### src/rtl/brisc_pkg.sv
// Shared brisc core constants and types: data width, register count and address width.
package brisc_pkg;

    localparam int XLEN          = 32;
    localparam int REG_NUM       = 32;
    localparam int REG_ADDR_BITS = $clog2(REG_NUM);

    typedef logic [REG_ADDR_BITS-1:0] reg_addr_t;
    typedef logic [XLEN-1:0]          word_t;

endpackage

### src/rtl/regfile_scoreboard.sv
// Busy scoreboard for the register file: decode allocates a pending destination, writeback clears it.
module regfile_scoreboard #(
    parameter  int REG_NUM  = 32,
    parameter  int NUM_WR   = 1,
    parameter  int ZERO_REG = 1,
    localparam int RegBits  = $clog2(REG_NUM)
) (
    input  logic                           clk,
    input  logic                           reset,
    input  logic                           alloc_en,
    input  logic [RegBits-1:0]             alloc_addr,
    input  logic [NUM_WR-1:0]              wr_en,
    input  logic [NUM_WR-1:0][RegBits-1:0] wr_addr,
    output logic [REG_NUM-1:0]             busy,
    output logic                           any_busy
);

    logic [REG_NUM-1:0] set_v;
    logic [REG_NUM-1:0] clr_v;
    logic [REG_NUM-1:0] busy_nxt;

    always_comb begin
        set_v = '0;
        clr_v = '0;
        for (int k = 0; k < REG_NUM; k++) begin
            if (alloc_en && alloc_addr == RegBits'(k))
                set_v[k] = 1'b1;
            for (int j = 0; j < NUM_WR; j++) begin
                if (wr_en[j] && wr_addr[j] == RegBits'(k))
                    clr_v[k] = 1'b1;
            end
        end
        // A new producer supersedes the retiring one, so set dominates clear.
        busy_nxt = (busy & ~clr_v) | set_v;
        if (ZERO_REG != 0)
            busy_nxt[0] = 1'b0;
    end

    always_ff @(posedge clk or negedge reset) begin
        if (!reset) begin
            busy     <= '0;
            any_busy <= 1'b0;
        end else begin
            busy     <= busy_nxt;
            any_busy <= |busy_nxt;
        end
    end

endmodule

### src/rtl/regfile_mp.sv
// Multi-ported register file with optional zero register, write-to-read bypass
// and an integrated busy scoreboard for RAW hazard detection in decode.
module regfile_mp #(
    parameter  int XLEN_P   = brisc_pkg::XLEN,
    parameter  int REG_NUM  = brisc_pkg::REG_NUM,
    parameter  int NUM_RD   = 2,
    parameter  int NUM_WR   = 1,
    parameter  int ZERO_REG = 1,
    parameter  int BYPASS   = 1,
    localparam int RegBits  = $clog2(REG_NUM)
) (
    input  logic                           clk,
    input  logic                           reset,
    input  logic [NUM_RD-1:0][RegBits-1:0] rd_addr,
    output logic [NUM_RD-1:0][XLEN_P-1:0]  rd_data,
    output logic [NUM_RD-1:0]              rd_busy,
    input  logic [NUM_WR-1:0]              wr_en,
    input  logic [NUM_WR-1:0][RegBits-1:0] wr_addr,
    input  logic [NUM_WR-1:0][XLEN_P-1:0]  wr_data,
    input  logic                           alloc_en,
    input  logic [RegBits-1:0]             alloc_addr,
    output logic                           any_busy
);

    logic [XLEN_P-1:0]  regs   [REG_NUM];
    logic [XLEN_P-1:0]  reg_wd [REG_NUM];
    logic [REG_NUM-1:0] reg_we;
    logic [REG_NUM-1:0] busy;

    // Per-register write decode; ascending port scan lets the highest port win.
    always_comb begin
        for (int k = 0; k < REG_NUM; k++) begin
            reg_we[k] = 1'b0;
            reg_wd[k] = '0;
            for (int j = 0; j < NUM_WR; j++) begin
                if (wr_en[j] && wr_addr[j] == RegBits'(k)) begin
                    reg_we[k] = 1'b1;
                    reg_wd[k] = wr_data[j];
                end
            end
            if (ZERO_REG != 0 && k == 0)
                reg_we[k] = 1'b0;
        end
    end

    for (genvar k = 0; k < REG_NUM; k++) begin : g_reg
        always_ff @(posedge clk or negedge reset) begin
            if (!reset)
                regs[k] <= '0;
            else if (reg_we[k])
                regs[k] <= reg_wd[k];
        end
    end

    regfile_scoreboard #(
        .REG_NUM  (REG_NUM),
        .NUM_WR   (NUM_WR),
        .ZERO_REG (ZERO_REG)
    ) u_scoreboard (
        .clk        (clk),
        .reset      (reset),
        .alloc_en   (alloc_en),
        .alloc_addr (alloc_addr),
        .wr_en      (wr_en),
        .wr_addr    (wr_addr),
        .busy       (busy),
        .any_busy   (any_busy)
    );

    always_comb begin
        for (int i = 0; i < NUM_RD; i++) begin
            logic hit;
            hit        = 1'b0;
            rd_data[i] = regs[rd_addr[i]];
            if (BYPASS != 0) begin
                for (int j = 0; j < NUM_WR; j++) begin
                    if (wr_en[j] && wr_addr[j] == rd_addr[i]) begin
                        hit        = 1'b1;
                        rd_data[i] = wr_data[j];
                    end
                end
            end
            // Forwarded data is valid this cycle, so it no longer counts as a hazard.
            rd_busy[i] = busy[rd_addr[i]] && !hit;
            if ((ZERO_REG != 0 && rd_addr[i] == '0) || !reset) begin
                rd_data[i] = '0;
                rd_busy[i] = 1'b0;
            end
        end
    end

endmodule
### config.mk
export PLATFORM = sky130hd
export DESIGN_NAME = regfile_mp
export DESIGN_NICKNAME = d
export VERILOG_FILES = /design/src/rtl/brisc_pkg.sv /design/src/rtl/regfile_scoreboard.sv /design/src/rtl/regfile_mp.sv
export SDC_FILE = /design/constraint.sdc
export NUM_CORES = 2
export LEC_CHECK = 0
export ABC_AREA = 1
export CAP_MARGIN = 20
export CELL_PAD_IN_SITES_DETAIL_PLACEMENT = 1
export CELL_PAD_IN_SITES_GLOBAL_PLACEMENT = 2
export CORE_MARGIN = 5
export CORE_UTILIZATION = 35
export CTS_CLUSTER_SIZE = 30
export DETAILED_ROUTE_END_ITERATION = 8
export MAX_ROUTING_LAYER = met4
export PLACE_DENSITY_LB_ADDON = 0.12
export RECOVER_POWER = 50
export SETUP_SLACK_MARGIN = 0.2
export SYNTH_ARGS = -nofsm -noshare
export SYNTH_HDL_FRONTEND = slang
export SYNTH_SLANG_ARGS = --single-unit
### constraint.sdc
create_clock -name clk -period 4.5 [get_ports clk]
set_input_delay 0.675 -clock clk [delete_from_list [all_inputs] [get_ports clk]]
set_output_delay 0.675 -clock clk [all_outputs]
set_load 0.02 [all_outputs]
* Word level (Yosys, flattened, before mapping) *
Cells that the tools add are included.
W data, S select, Z words.

word-level totals
  register bits = 1024
  word-level logic and storage cells = 297

operators by class
  magnitude comparators = 4
  equal/unequal tests = 64
  muxes and demuxes = 113
  bitwise operators = 5
  reductions and logical operators = 78

operators with widths
  kind                  count
  $mux W32              39
  $bmux W32 S5          2
  $eq A5 B5 Y1 const B  32
  $eq A5 B4 Y1 const B  16
  $mux W1               70
  $logic_and A1 B1 Y1   68
  $eq A5 B3 Y1 const B  8
  $and A32 B32 Y32      1
  $not A32 Y32          1
  $or A32 B32 Y32       1
  $reduce_or A31 Y1     1
  $eq A5 B2 Y1 const B  4
  $logic_not A5 Y1      4
  $ge A6 B6 Y1 const B  2
  $lt A5 B6 Y1 const B  2
  $not A5 Y6            2
  $bmux W1 S5           2
  $eq A5 B1 Y1 const B  2
  $eq A5 B5 Y1          2
  $logic_not A1 Y1      3
  $logic_or A1 B1 Y1    2

* Logic depth before layout (Yosys ltp) *
  depth in word-level cells = 7
  depth in mapped cells = 13

* Hierarchy *
From an unflattened synthesis, not the netlist that was laid out.

unflattened totals
  cell total of the unflattened synthesis = 8542
  area total of the unflattened synthesis = 59031.6 um^2

by module, submodules not included
  module              instances  cells each  area an instance (um^2)  seq. area each (um^2)
  regfile_mp          1          8288        57271.2                  24823.8
  regfile_scoreboard  1          254         1760.4                   800.8

* Worst setup path before layout *
No wires, ideal clock.

  path type = input port to output port
  from = input rd_addr[0] in the netlist's numbering
  to = output rd_busy[0]
  arrival = 1996 ps
  slack = 1829 ps
  stages = 11
  path buffers = 4
  path through = buf_4 -> inv_4 -> buf_4 -> buf_2 -> buf_2 -> o21ai_0 -> nand3_1 -> nand3_1 -> nand3_1 -> nand2_1 -> nor2_1

between the ends
  cells in the longest elaborated chain, start to end = 6

RTL lines
  what                                                                 line              text
  start: declaration                                                   regfile_mp.sv:14  input logic [NUM_RD-1:0][RegBits-1:0] rd_addr,
  parallel branches: the longest is 5 deep, another holds $bmux W1 S5  -
  $mux W1 *                                                            regfile_mp.sv:85  if ((ZERO_REG != 0 && rd_addr[i] == '0) || !reset) begin
  end: declaration                                                     regfile_mp.sv:16  output logic [NUM_RD-1:0] rd_busy,

Every way passes the cells marked *. The select of a mux whose other input is x is not followed.

==> metrics.txt <==
status=finished with violations; failing checks=capacitance limit, slew limit; Setup Skew=12.5 ps; Synth top area share=0.436; Sequential cell area=25600 sq um; root buffer cell=clkbuf_16; final count of hold timing violations=0; Inst Count DP=10.4k; register area share after synthesis=0.436; core box area=167000 sq um; Final TNS setup=0 ps; Via density=5.72; share of cells above drive strength 1=0.0557; Reg2Reg Launch Point=u_scoreboard.busy[24]; Chip Height=420 um; critical path class=in2out; first-pass GRT wire length=434 mm; largest family of logic cells by synthesized area=simple AND/OR/NAND/NOR gates; final RePlAce weighted congestion=0.874; area taken by multi-input logic gates=27500 sq um; Synth Area in Adders=0; most frequent cell after synthesis=nand2_1; clk_lat worst skew=800 ps; CTS buffer count=134; Ys Warns=0; worst r2r dst=u_scoreboard.any_busy; reg2reg path depth=6; via count=60.7k; RSZ-0062 raised after global routing=no; Reg clk slew, reported paths=60 ps; Routed WL per cell=28.1 um; layout net count=8359; initial DRC count=5935; # port buffers=122; worst vdd ir=0.405 mV; worst min path class=in2async; ys flop type=dfrtp_1; CTS tree=done; Power per Cell Area=442 nW/um^2; Initial Utilization=0.352; Tcrit/Tclk final=0.956; Post-synth EDFFs=0; Synth Net Count=8648; Yosys reg bits=1024; # rows=150; Sink Count=1024; post-synthesis cell count=8592; post-synthesis mux area share=0; crit start category=input pin; Max Cap Viol=24; reg-to-reg setup timing slack=3150 ps; Chip Width=420 um; most frequent cells after synthesis=nand2_1, nand3_1, o21ai_0, dfrtp_1, inv_1; synthesis-to-finish area growth=13.3%; # IOs=123; die area=176000 sq um; largest net degree at the start of global routing=146; Slowest-stage cell, CP=nor2_2; Slew Limit Fails=1125; final wirelength=298 mm; Post-Layout Cell Count=10.6k; Worst EP arrival=3630 ps; critical path's largest stage delay=620 ps; actual slew at the worst max-slew pin=3260 ps; Rel. slew slack=-1.17; crit-path max FO=16; CTS max path bufs=3; H-tree depth=4; Max Clock Freq=232 MHz; Synth Area in Compound Gates=0.151; GRT Residual Overflow=0; minimum clock period=4300 ps; crit-path cells=buf_8 > inv_8 > nor2_2 > buf_4 > nand3_1 > nand2_1 > nor2_1 > nand2_1 > nand3_1 > nand3_1 > nand2_1 > inv_1 > clkdlybuf4s50_1; Lkg Pwr=0.0318 uW; ranking of synthesized cells by area=dfrtp_1, nand2_1, nand3_1, o21ai_0, inv_1; Synth async-reset ratio=1.00; DRC violations left=0; Post-CTS Setup Bufs=0; drt first pass iters=5; CP Capture Type=output pin; antenna violations before repair=11; overall routing resource usage=0.344; largest area contributor in the netlist=dfrtp_1; Final ANT Viol Nets=0; XOR/XNOR Fraction of Synth Area=0; vias in the first global route=60.4k; syn avg cell area=6.85 sq um; post-DP HPWL=174 mm; simple logic cell fraction of the synthesized area=0.314; Netlist cell types=23; Worst Path Required=3830 ps; Post-Syn Area=58800 sq um; FILL cells=20.8k; Final Setup Violations=0
[power breakdown]
part / leakage (uW) / switching, uW / internal (uW) / total (uW)
logic: 0.0163 / 4080 / 2040 / 6110
registers: 0.0133 / 1190 / 10900 / 12100
clock network: 0.00222 / 4550 / 6630 / 11200
total: 0.0318 / 9830 / 19600 / 29400
[registers in the layout, summed over array words and instances (netlist names)]
signal and cells:
regs 992, u_scoreboard.any_busy 1, u_scoreboard.busy 31
[cells in the final DEF, fill, tap and decap left out, drive strengths merged, types with 212 or more instances in the layout]
cell type,synthesis,layout
nand2,2803,2803
nand3,1297,1297
o21ai,1107,1107
dfrtp,1024,1024
inv,710,714
nor2,342,342
o211ai,291,291
a21oi,227,227
clkbuf,412,217
buf,346,212
[through the flow]
step	instance area, sq um	power (uW)	util	hold slack [ps]	setup WS [ps]
after floorplan	58800	15900	-	379	1830
after global placement	62400	18100	0.373	465	306
after detailed placement	62400	18300	0.373	473	265
after CTS	66900	29600	0.400	294	252
after global routing	66600	31000	0.398	323	182
final	66600	29400	0.398	350	197
[layer usage]
metal | GRT usage | routed length, um
met5 | - | 0
met4 | 0.146 | 14200
met3 | 0.0479 | 18000
met2 | 0.544 | 137000
met1 | 0.445 | 129000
[worst max-delay path: cells and delay by family]
family	cells	cell delay, ps
and+or+nand+nor	8	1510
buffers and inverters	5	1400
[worst max path at each step]
stage,start,slack (ps),end,cells past startpoint
floorplan,rd_addr[0],1830,rd_busy[0],11
global placement,rd_addr[1],310,rd_data[2],13
detailed placement,rd_addr[1],270,rd_data[2],13
CTS,rd_addr[1],250,rd_data[2],13
global route,wr_addr[1],180,rd_data[43],11
finish,rd_addr[1],200,rd_data[2],13
[kinds of logic (layout without fill, tap and decap cells)]
kind of cell | Yosys count | in the layout
AO/OA/AOI/OAI | 1626 | 1626
AND/OR/NAND/NOR | 4472 | 4472
other | 0 | 12
flip-flops | 1024 | 1024
buffers and inverters | 1470 | 1281
[final cells by class]
| class | count | area share |
|---|---|---|
| multi-input combinational | 6098 | 0.412 |
| sequential | 1024 | 0.385 |
| clock buffer | 195 | 0.0601 |
| timing repair buffer | 333 | 0.0529 |
| tap | 2204 | 0.0414 |
| inverter | 712 | 0.0410 |
| clock inverter | 41 | 0.00727 |
| antenna | 12 | 0.000451 |
[timing repair]
action                                  in CTS  in global routing
hold buffers                                 1                  0
resized for setup                            0                  1
endpoints found under the setup margin       0                  1
hold endpoints to repair                    11                  0
Note: power is estimated with default switching activity, not from simulation.
